$ cat src/rtl/jk_pkg.sv
// Shared JK encodings and the single-bit next-state function.
package jk_pkg;

    localparam logic [1:0] JK_HOLD   = 2'b00;
    localparam logic [1:0] JK_RESET  = 2'b01;
    localparam logic [1:0] JK_SET    = 2'b10;
    localparam logic [1:0] JK_TOGGLE = 2'b11;

    // Next state of one JK flip-flop given its current state and {j, k}.
    function automatic logic jk_next(input logic q, input logic j, input logic k);
        logic nxt;
        unique case ({j, k})
            JK_HOLD:   nxt = q;
            JK_RESET:  nxt = 1'b0;
            JK_SET:    nxt = 1'b1;
            JK_TOGGLE: nxt = ~q;
            default:   nxt = q;
        endcase
        return nxt;
    endfunction

endpackage

$ cat src/rtl/jk_cell.sv
// One JK channel: state flop, change pulse flop and saturating change counter.
module jk_cell
    import jk_pkg::*;
#(
    parameter int unsigned CNT_W   = 4,
    parameter logic        RST_BIT = 1'b0
) (
    input  logic             en_i,
    input  logic             rst_i,
    input  logic             ce_i,
    input  logic             load_i,
    input  logic             d_i,
    input  logic             j_i,
    input  logic             k_i,
    input  logic             cnt_clr_i,
    output logic             q_o,
    output logic             changed_o,
    output logic [CNT_W-1:0] cnt_o
);

    localparam logic [CNT_W-1:0] CntMax = '1;

    logic             q_d, q_q;
    logic             changed_d, changed_q;
    logic [CNT_W-1:0] cnt_d, cnt_q;
    logic             jk_chg;

    // Next state: load beats JK; only JK-driven changes feed the counter.
    always_comb begin
        q_d    = q_q;
        jk_chg = 1'b0;
        if (load_i) begin
            q_d = d_i;
        end else if (ce_i) begin
            q_d    = jk_next(q_q, j_i, k_i);
            jk_chg = (q_d != q_q);
        end
        changed_d = (q_d != q_q);
        cnt_d     = cnt_q;
        if (cnt_clr_i) begin
            cnt_d = '0;
        end else if (jk_chg && (cnt_q != CntMax)) begin
            cnt_d = cnt_q + CNT_W'(1);
        end
    end

    // State registers with synchronous active-high reset.
    always_ff @(posedge en_i) begin
        if (rst_i) begin
            q_q       <= RST_BIT;
            changed_q <= 1'b0;
            cnt_q     <= '0;
        end else begin
            q_q       <= q_d;
            changed_q <= changed_d;
            cnt_q     <= cnt_d;
        end
    end

    assign q_o       = q_q;
    assign changed_o = changed_q;
    assign cnt_o     = cnt_q;

endmodule

$ cat src/rtl/jk_register_bank.sv
// Bank of WIDTH independent JK channels with load, change pulses and change counters.
module jk_register_bank
    import jk_pkg::*;
#(
    parameter int unsigned      WIDTH     = 8,
    parameter int unsigned      CNT_W     = 4,
    parameter logic [WIDTH-1:0] RESET_VAL = '0
) (
    input  logic                   en_i,
    input  logic                   rst_i,
    input  logic                   ce_i,
    input  logic                   load_i,
    input  logic [WIDTH-1:0]       d_i,
    input  logic [WIDTH-1:0]       j_i,
    input  logic [WIDTH-1:0]       k_i,
    input  logic                   cnt_clr_i,
    output logic [WIDTH-1:0]       q_o,
    output logic [WIDTH-1:0]       q_bar_o,
    output logic [WIDTH-1:0]       changed_o,
    output logic [WIDTH*CNT_W-1:0] toggle_cnt_o
);

    for (genvar i = 0; i < WIDTH; i++) begin : g_cell
        jk_cell #(
            .CNT_W   (CNT_W),
            .RST_BIT (RESET_VAL[i])
        ) u_cell (
            .en_i      (en_i),
            .rst_i     (rst_i),
            .ce_i      (ce_i),
            .load_i    (load_i),
            .d_i       (d_i[i]),
            .j_i       (j_i[i]),
            .k_i       (k_i[i]),
            .cnt_clr_i (cnt_clr_i),
            .q_o       (q_o[i]),
            .changed_o (changed_o[i]),
            .cnt_o     (toggle_cnt_o[i*CNT_W +: CNT_W])
        );
    end

    assign q_bar_o = ~q_o;

endmodule

$ cat config.mk
export PLATFORM = sky130hd
export DESIGN_NAME = jk_register_bank
export DESIGN_NICKNAME = d
export VERILOG_FILES = /design/src/rtl/jk_pkg.sv /design/src/rtl/jk_cell.sv /design/src/rtl/jk_register_bank.sv
export SDC_FILE = /design/constraint.sdc
export NUM_CORES = 1
export LEC_CHECK = 0
export ABC_AREA = 1
export ABC_CLOCK_PERIOD_IN_PS = 1080
export CELL_PAD_IN_SITES_DETAIL_PLACEMENT = 0
export CELL_PAD_IN_SITES_GLOBAL_PLACEMENT = 1
export CORE_ASPECT_RATIO = 0.6
export CORE_UTILIZATION = 29
export CTS_CLUSTER_DIAMETER = 200
export DETAILED_ROUTE_END_ITERATION = 8
export PLACE_DENSITY = 0.83
export SLEW_MARGIN = 15
export SYNTH_ARGS = -nofsm -noshare
export SYNTH_HDL_FRONTEND = slang
export SYNTH_SLANG_ARGS = --single-unit
$ cat constraint.sdc
create_clock -name en_i -period 1.08 [get_ports en_i]
set_input_delay 0.216 -clock en_i [delete_from_list [all_inputs] [get_ports en_i]]
set_output_delay 0.216 -clock en_i [all_outputs]
set_load 0.01 [all_outputs]
* Yosys cells after proc, flatten, opt, wreduce, memory -nomap -nowiden
Cells that the tools add are included.
Widths: inputs -> output; s select.
** Storage, ports and cells
- Register bits :: 48
- Bits of input ports :: 29
- Output and inout bits :: 56
- Logic and storage cells :: 162
** Operators by class
- Add/sub/neg operators :: 8
- Equality and inequality tests :: 48
- Multiplexer cells :: 56
- Bitwise operators :: 9
- Reduce and logical (&&, ||, !) cells :: 17
** Operators by type and width (number)
- $mux 1 :: 48
- $add 4x1->4 const B :: 8
- $eq 2x2->1 const B :: 16
- $ne 4x4->1 const B :: 8
- $pmux 1 s4 :: 8
- $eq 2x1->1 const B :: 8
- $logic_not 2->1 :: 8
- $ne 1x1->1 :: 16
- $logic_and 1x1->1 :: 8
- $not 1->1 :: 8
- $not 8->8 :: 1
- $reduce_or 2->1 :: 1

* Depth between registers and ports, before layout
- Depth in word-level cells :: 8
- Gate-level depth with buffers :: 8
- Gate-level depth less buffers :: 7

* Modules after synthesis
A second synthesis with hierarchy kept.
** Second synthesis, totals
- Cells, all modules :: 424
- Area, all modules :: 2822.7 um^2
** Modules (own cells, without submodules)
- jk_cell :: times used 8, cells each 52, area an instance 349.1 um^2, sequential area each 120.1 um^2
- jk_register_bank :: times used 1, cells each 8, area an instance 30.0 um^2, sequential area each 0.0 um^2

* Least setup slack after synthesis
OpenSTA, ideal clock, no wires.
- Path type :: register to register
- Start :: register g_cell[3].u_cell.cnt_q[0]
- End :: register g_cell[3].u_cell.cnt_q[2]
- Setup time :: 0.070 ns
- Data arrival time :: 1.106 ns
- Data required time :: 1.010 ns
- Path slack :: -0.096 ns
- Cell stages (with the launch flop) :: 6
- Buffers on the path :: 0
- Period minus slack after synthesis :: 1.176 ns
- Cell sequence :: dfxtp_1 > ha_1 > nand3_1 > nand3_1 > nand2_1 > a21oi_1
** On the way
- Word-level cells in the longest chain between the ends :: 2
- Elaborated cells on any way between the ends :: 3
- Classes of those cells :: add/sub: 1; eq/ne: 1; reduce/logical: 1
** Ends and longest elaborated chain
- from (decl) :: line jk_cell.sv:25 : logic [CNT_W-1:0] cnt_d, cnt_q;
- from (signal assigned) :: line jk_cell.sv:56 : cnt_q <= cnt_d;
- branches (longest 2 deep; another with $add 4x1->4)
Parallel ways; which one is timed is not known.
A chain may end at the register's enable or synchronous reset.

* Worst setup path in the final report
- Start :: register g_cell[5].u_cell.q_q
- End :: output port q_bar_o[5]
** On the way
- Word-level cells in the longest chain between the ends :: 1
** Ends and longest elaborated chain
- from (decl) :: line jk_cell.sv:23 : logic q_d, q_q;
- from (signal assigned) :: line jk_cell.sv:54 : q_q <= q_d;
- $not 8->8 :: line jk_register_bank.sv:42 : assign q_bar_o = ~q_o;
- to (decl) :: line jk_register_bank.sv:18 : output logic [WIDTH-1:0] q_bar_o,
Every way passes these cells.

==> impl_metrics.prom <==
# TYPE chip_impl_metric gauge
chip_impl_info{name="worst_setup_path_end_kind",value="primary output"} 1
chip_impl_metric{name="power_switching_share",unit=""} 0.289
chip_impl_metric{name="layout_min_cycle_time",unit="ns"} 1.13
chip_impl_metric{name="critical_path_arrival",unit="ns"} 0.92
chip_impl_metric{name="post-route-period-util",unit=""} 1.05
chip_impl_metric{name="comb_power_share",unit=""} 0.221
chip_impl_metric{name="coreArea",unit="mm2"} 0.00872
chip_impl_metric{name="maximum_number_of_pins_on_one_net_before_global_route_repair",unit=""} 25
chip_impl_metric{name="synthDistinctLibCells",unit=""} 21
chip_impl_metric{name="vias_per_cell",unit=""} 4.71
chip_impl_info{name="worst_hold_path_type",value="input pin to flip-flop"} 1
chip_impl_metric{name="vdd_ir_drop_max",unit="mV"} 0.622
chip_impl_metric{name="switchingPower",unit="mW"} 1.29
chip_impl_metric{name="average_wire_per_standard_cell",unit="um"} 13.5
chip_impl_info{name="worstSetupStartpoint",value="g_cell[5].u_cell.q_o"} 1
chip_impl_metric{name="max_cap_viol",unit=""} 0
chip_impl_metric{name="power.density_cell_area",unit="mW/mm2"} 970
chip_impl_metric{name="core.rowCount",unit=""} 26
chip_impl_metric{name="synthesis.instances",unit=""} 394
chip_impl_metric{name="grt.overflow.total",unit=""} 0
chip_impl_metric{name="routed_wl",unit="mm"} 8.59
chip_impl_metric{name="drt_drc_violations_left",unit=""} 0
chip_impl_metric{name="synth_sequential_area_ratio",unit=""} 0.359
chip_impl_metric{name="worst_slew_pin_slew",unit="ns"} 0.319
chip_impl_metric{name="post_dp_cell_area",unit="mm2"} 0.00396
chip_impl_info{name="rsz0062_at_grt",value="yes"} 1
chip_impl_metric{name="global_route_wire_length_before_repair",unit="mm"} 13.4
chip_impl_metric{name="via_count",unit=""} 3004
chip_impl_info{name="rr_startpoint",value="g_cell[5].u_cell.q_o"} 1
chip_impl_info{name="failed_checks",value="negative setup slack"} 1
chip_impl_metric{name="filler_cell_count",unit=""} 838
chip_impl_metric{name="finClkSkew",unit="ns"} 0.00702
chip_impl_metric{name="drt_first_iter_violations",unit=""} 104
chip_impl_info{name="element_type_at_the_critical_path_start",value="flip-flop"} 1
chip_impl_metric{name="timing.critical_path.fanout_max",unit=""} 3
chip_impl_metric{name="leak_pwr",unit="nW"} 1.98
chip_impl_metric{name="syn_avg_cell_area",unit="um2"} 6.79
chip_impl_metric{name="nets",unit=""} 562
chip_impl_metric{name="ctsHoldBuffers",unit=""} 0
chip_impl_metric{name="cts.sinks",unit=""} 48
chip_impl_metric{name="postSynth.asyncResetShare",unit=""} 0
chip_impl_metric{name="portBuffers",unit=""} 84
chip_impl_metric{name="area_growth_syn_to_layout",unit="%"} 72.7
chip_impl_metric{name="die_width",unit="um"} 126
chip_impl_metric{name="final_design_area_no_fill",unit="mm2"} 0.00462
chip_impl_info{name="cts_tree",value="done"} 1
chip_impl_metric{name="final_core_utilization",unit=""} 0.530
chip_impl_metric{name="worstSkewPairLatency",unit="ns"} 0.30
chip_impl_metric{name="drtPass1Iterations",unit=""} 4
chip_impl_metric{name="postSynthRegisterBits",unit=""} 48
chip_impl_metric{name="fraction_of_final_layout_cells_sized_beyond_drive_strength_1",unit=""} 0.561
chip_impl_metric{name="timing_hold_violations_final",unit=""} 0
chip_impl_metric{name="clockBufferDepth",unit=""} 2
chip_impl_metric{name="grtUsageTotal",unit=""} 0.173
chip_impl_metric{name="synth_top_area_frac",unit=""} 0.359
chip_impl_metric{name="antenna_cells",unit=""} 0
chip_impl_metric{name="final_antenna_net_count",unit=""} 0
chip_impl_metric{name="boundaryPins",unit=""} 85
chip_impl_metric{name="antenna_violations_before_repair",unit=""} 0
chip_impl_metric{name="mappedNetlistArea",unit="mm2"} 0.00268
chip_impl_metric{name="final_count_of_negative_setup_slack_endpoints",unit=""} 9
chip_impl_metric{name="tns",unit="ns"} -0.146
chip_impl_metric{name="timing.final.ws_setup",unit="ns"} -0.0511
chip_impl_metric{name="fmax",unit="GHz"} 0.884
chip_impl_metric{name="fp.dieArea",unit="mm2"} 0.00963
chip_impl_info{name="synth_top_cells_by_count",value="nand2_1, nand3_1, dfxtp_1"} 1
chip_impl_metric{name="max_slew_margin",unit=""} 0.787
chip_impl_info{name="ys_dominant_reg_cell",value="dfxtp_1"} 1
chip_impl_metric{name="cts_made_buffers",unit=""} 5
chip_impl_info{name="crit_type",value="flip-flop to primary output"} 1
chip_impl_info{name="clock-root-buffer",value="clkbuf_16"} 1
chip_impl_metric{name="pwr-share-clk",unit=""} 0.363
chip_impl_metric{name="cp.required",unit="ns"} 0.86
chip_impl_info{name="source_of_the_worst_hold_timing_path",value="load_i"} 1
chip_impl_metric{name="clk_pin_slew_worst_paths",unit="ns"} 0.07
chip_impl_metric{name="pwr-share-seq",unit=""} 0.417
chip_impl_metric{name="fp.dieH",unit="um"} 76.4
chip_impl_info{name="yosys.cell_count.top_type",value="nand2_1"} 1
chip_impl_metric{name="grt_pass1_vias",unit=""} 2866
chip_impl_metric{name="cts_htree_levels",unit=""} 2
chip_impl_metric{name="p_int",unit="mW"} 3.19
chip_impl_metric{name="place.gp.congestion",unit=""} 0.859
chip_impl_info{name="outcome",value="complete, but fails checks"} 1
chip_impl_info{name="library_cell_occupying_the_most_area_in_the_post_synthesis_netlist",value="dfxtp_1"} 1
chip_impl_metric{name="slew_viol_final",unit=""} 0
chip_impl_metric{name="dp_wirelength",unit="mm"} 5.68
chip_impl_metric{name="synth.net_count",unit=""} 431
chip_impl_metric{name="synth-edff-count",unit=""} 0
chip_impl_metric{name="yosys_warnings",unit=""} 0
chip_impl_info{name="ys_top_cells_by_area",value="dfxtp_1, nand2_1, nand3_1"} 1
chip_impl_metric{name="floorplan.initialDensity",unit=""} 0.307
## cells by family after synthesis
group	count (synthesis)	share of synthesized area
and+or+nand+nor	231	0.385
DFF	48	0.359
buffers and inverters	58	0.116
xor gates and xnor gates	8	0.0262
adders and majority gates	8	0.0374
AOI/OAI and AO/OA	41	0.0767
## flip-flops by register name, indices dropped and copies added, names as in the netlist
name                     count
g_cell.u_cell.cnt_o         32
g_cell.u_cell.changed_o      8
g_cell.u_cell.q_o            8
## routing by layer
layer	vias to the layer above	track usage	part of all wire	wire, um
met5	-	0	0	0
met4	0	0.0470	0.011	97
met3	10	0.0386	0.042	363
met2	68	0.291	0.47	4000
met1	1413	0.223	0.48	4130
li1	1513	-	-	-
## power by group through the flow
stage	Sequential, mW	Combinational (mW)	Clock (mW)
after detailed placement	1.93	0.839	0
after global routing	1.88	1.07	1.75
after floorplan	1.93	0.452	0
after global placement	1.93	0.829	0
final	1.87	0.989	1.63
after CTS	1.88	0.837	1.66
## area by class of cell
cell class / count / area (um2) / share of cell area
clock inverter: 2 / 10.0 / 0.00217
clock buffer: 6 / 139 / 0.0300
tap: 112 / 140 / 0.0303
sequential: 48 / 1050 / 0.227
timing repair buffer: 147 / 1170 / 0.253
multi-input combinational: 288 / 1980 / 0.428
inverter: 35 / 141 / 0.0306
## final timing paths
check / to / slack [ns] / depth (start not counted)
min reg2reg: g_cell[3].u_cell.cnt_o[1] / 0.53 / 2
max reg2reg: g_cell[5].u_cell.cnt_o[2] / -0.03 / 8
max: q_bar_o[5] / -0.05 / 3
min: g_cell[0].u_cell.q_o / 0.34 / 3
## cells in the final DEF (no fill, tap or decap), types with 17 or more instances in the layout
cell,instances
nand3_1,29
clkdlybuf4s50_1,25
nand2_2,27
nor2_1,30
dfxtp_4,17
inv_1,18
dfxtp_2,19
buf_4,50
a21oi_2,21
buf_2,40
nand2_1,85
## metrics by stage
stage / instances / setup WS, ns / total power, mW / hold slack (ns)
6_report: 638 / -0.0511 / 4.48 / 0.345
3_5_place_dp: 620 / -0.565 / 2.77 / 0.497
2_1_floorplan: 394 / 0.00725 / 2.38 / 0.373
4_1_cts: 635 / -0.0398 / 4.38 / 0.487
5_1_grt: 638 / -0.0894 / 4.70 / 0.360
3_3_place_gp: 620 / -0.529 / 2.76 / 0.499
## worst max-delay path, stage by stage, from the launching register on
cell and delay [ns]:
dfxtp_4 0.37, inv_4 0.04, buf_6 0.10, buf_6 0.11
## what timing repair did
| action | CTS | global route |
|---|---|---|
| gates cloned | 0 | 1 |
| setup endpoints to repair | 104 | 67 |
| buffers inserted | 8 | 3 |
| resized for setup | 268 | 145 |
| pin swaps | 19 | 53 |
Power figures use the tool's default switching activity.
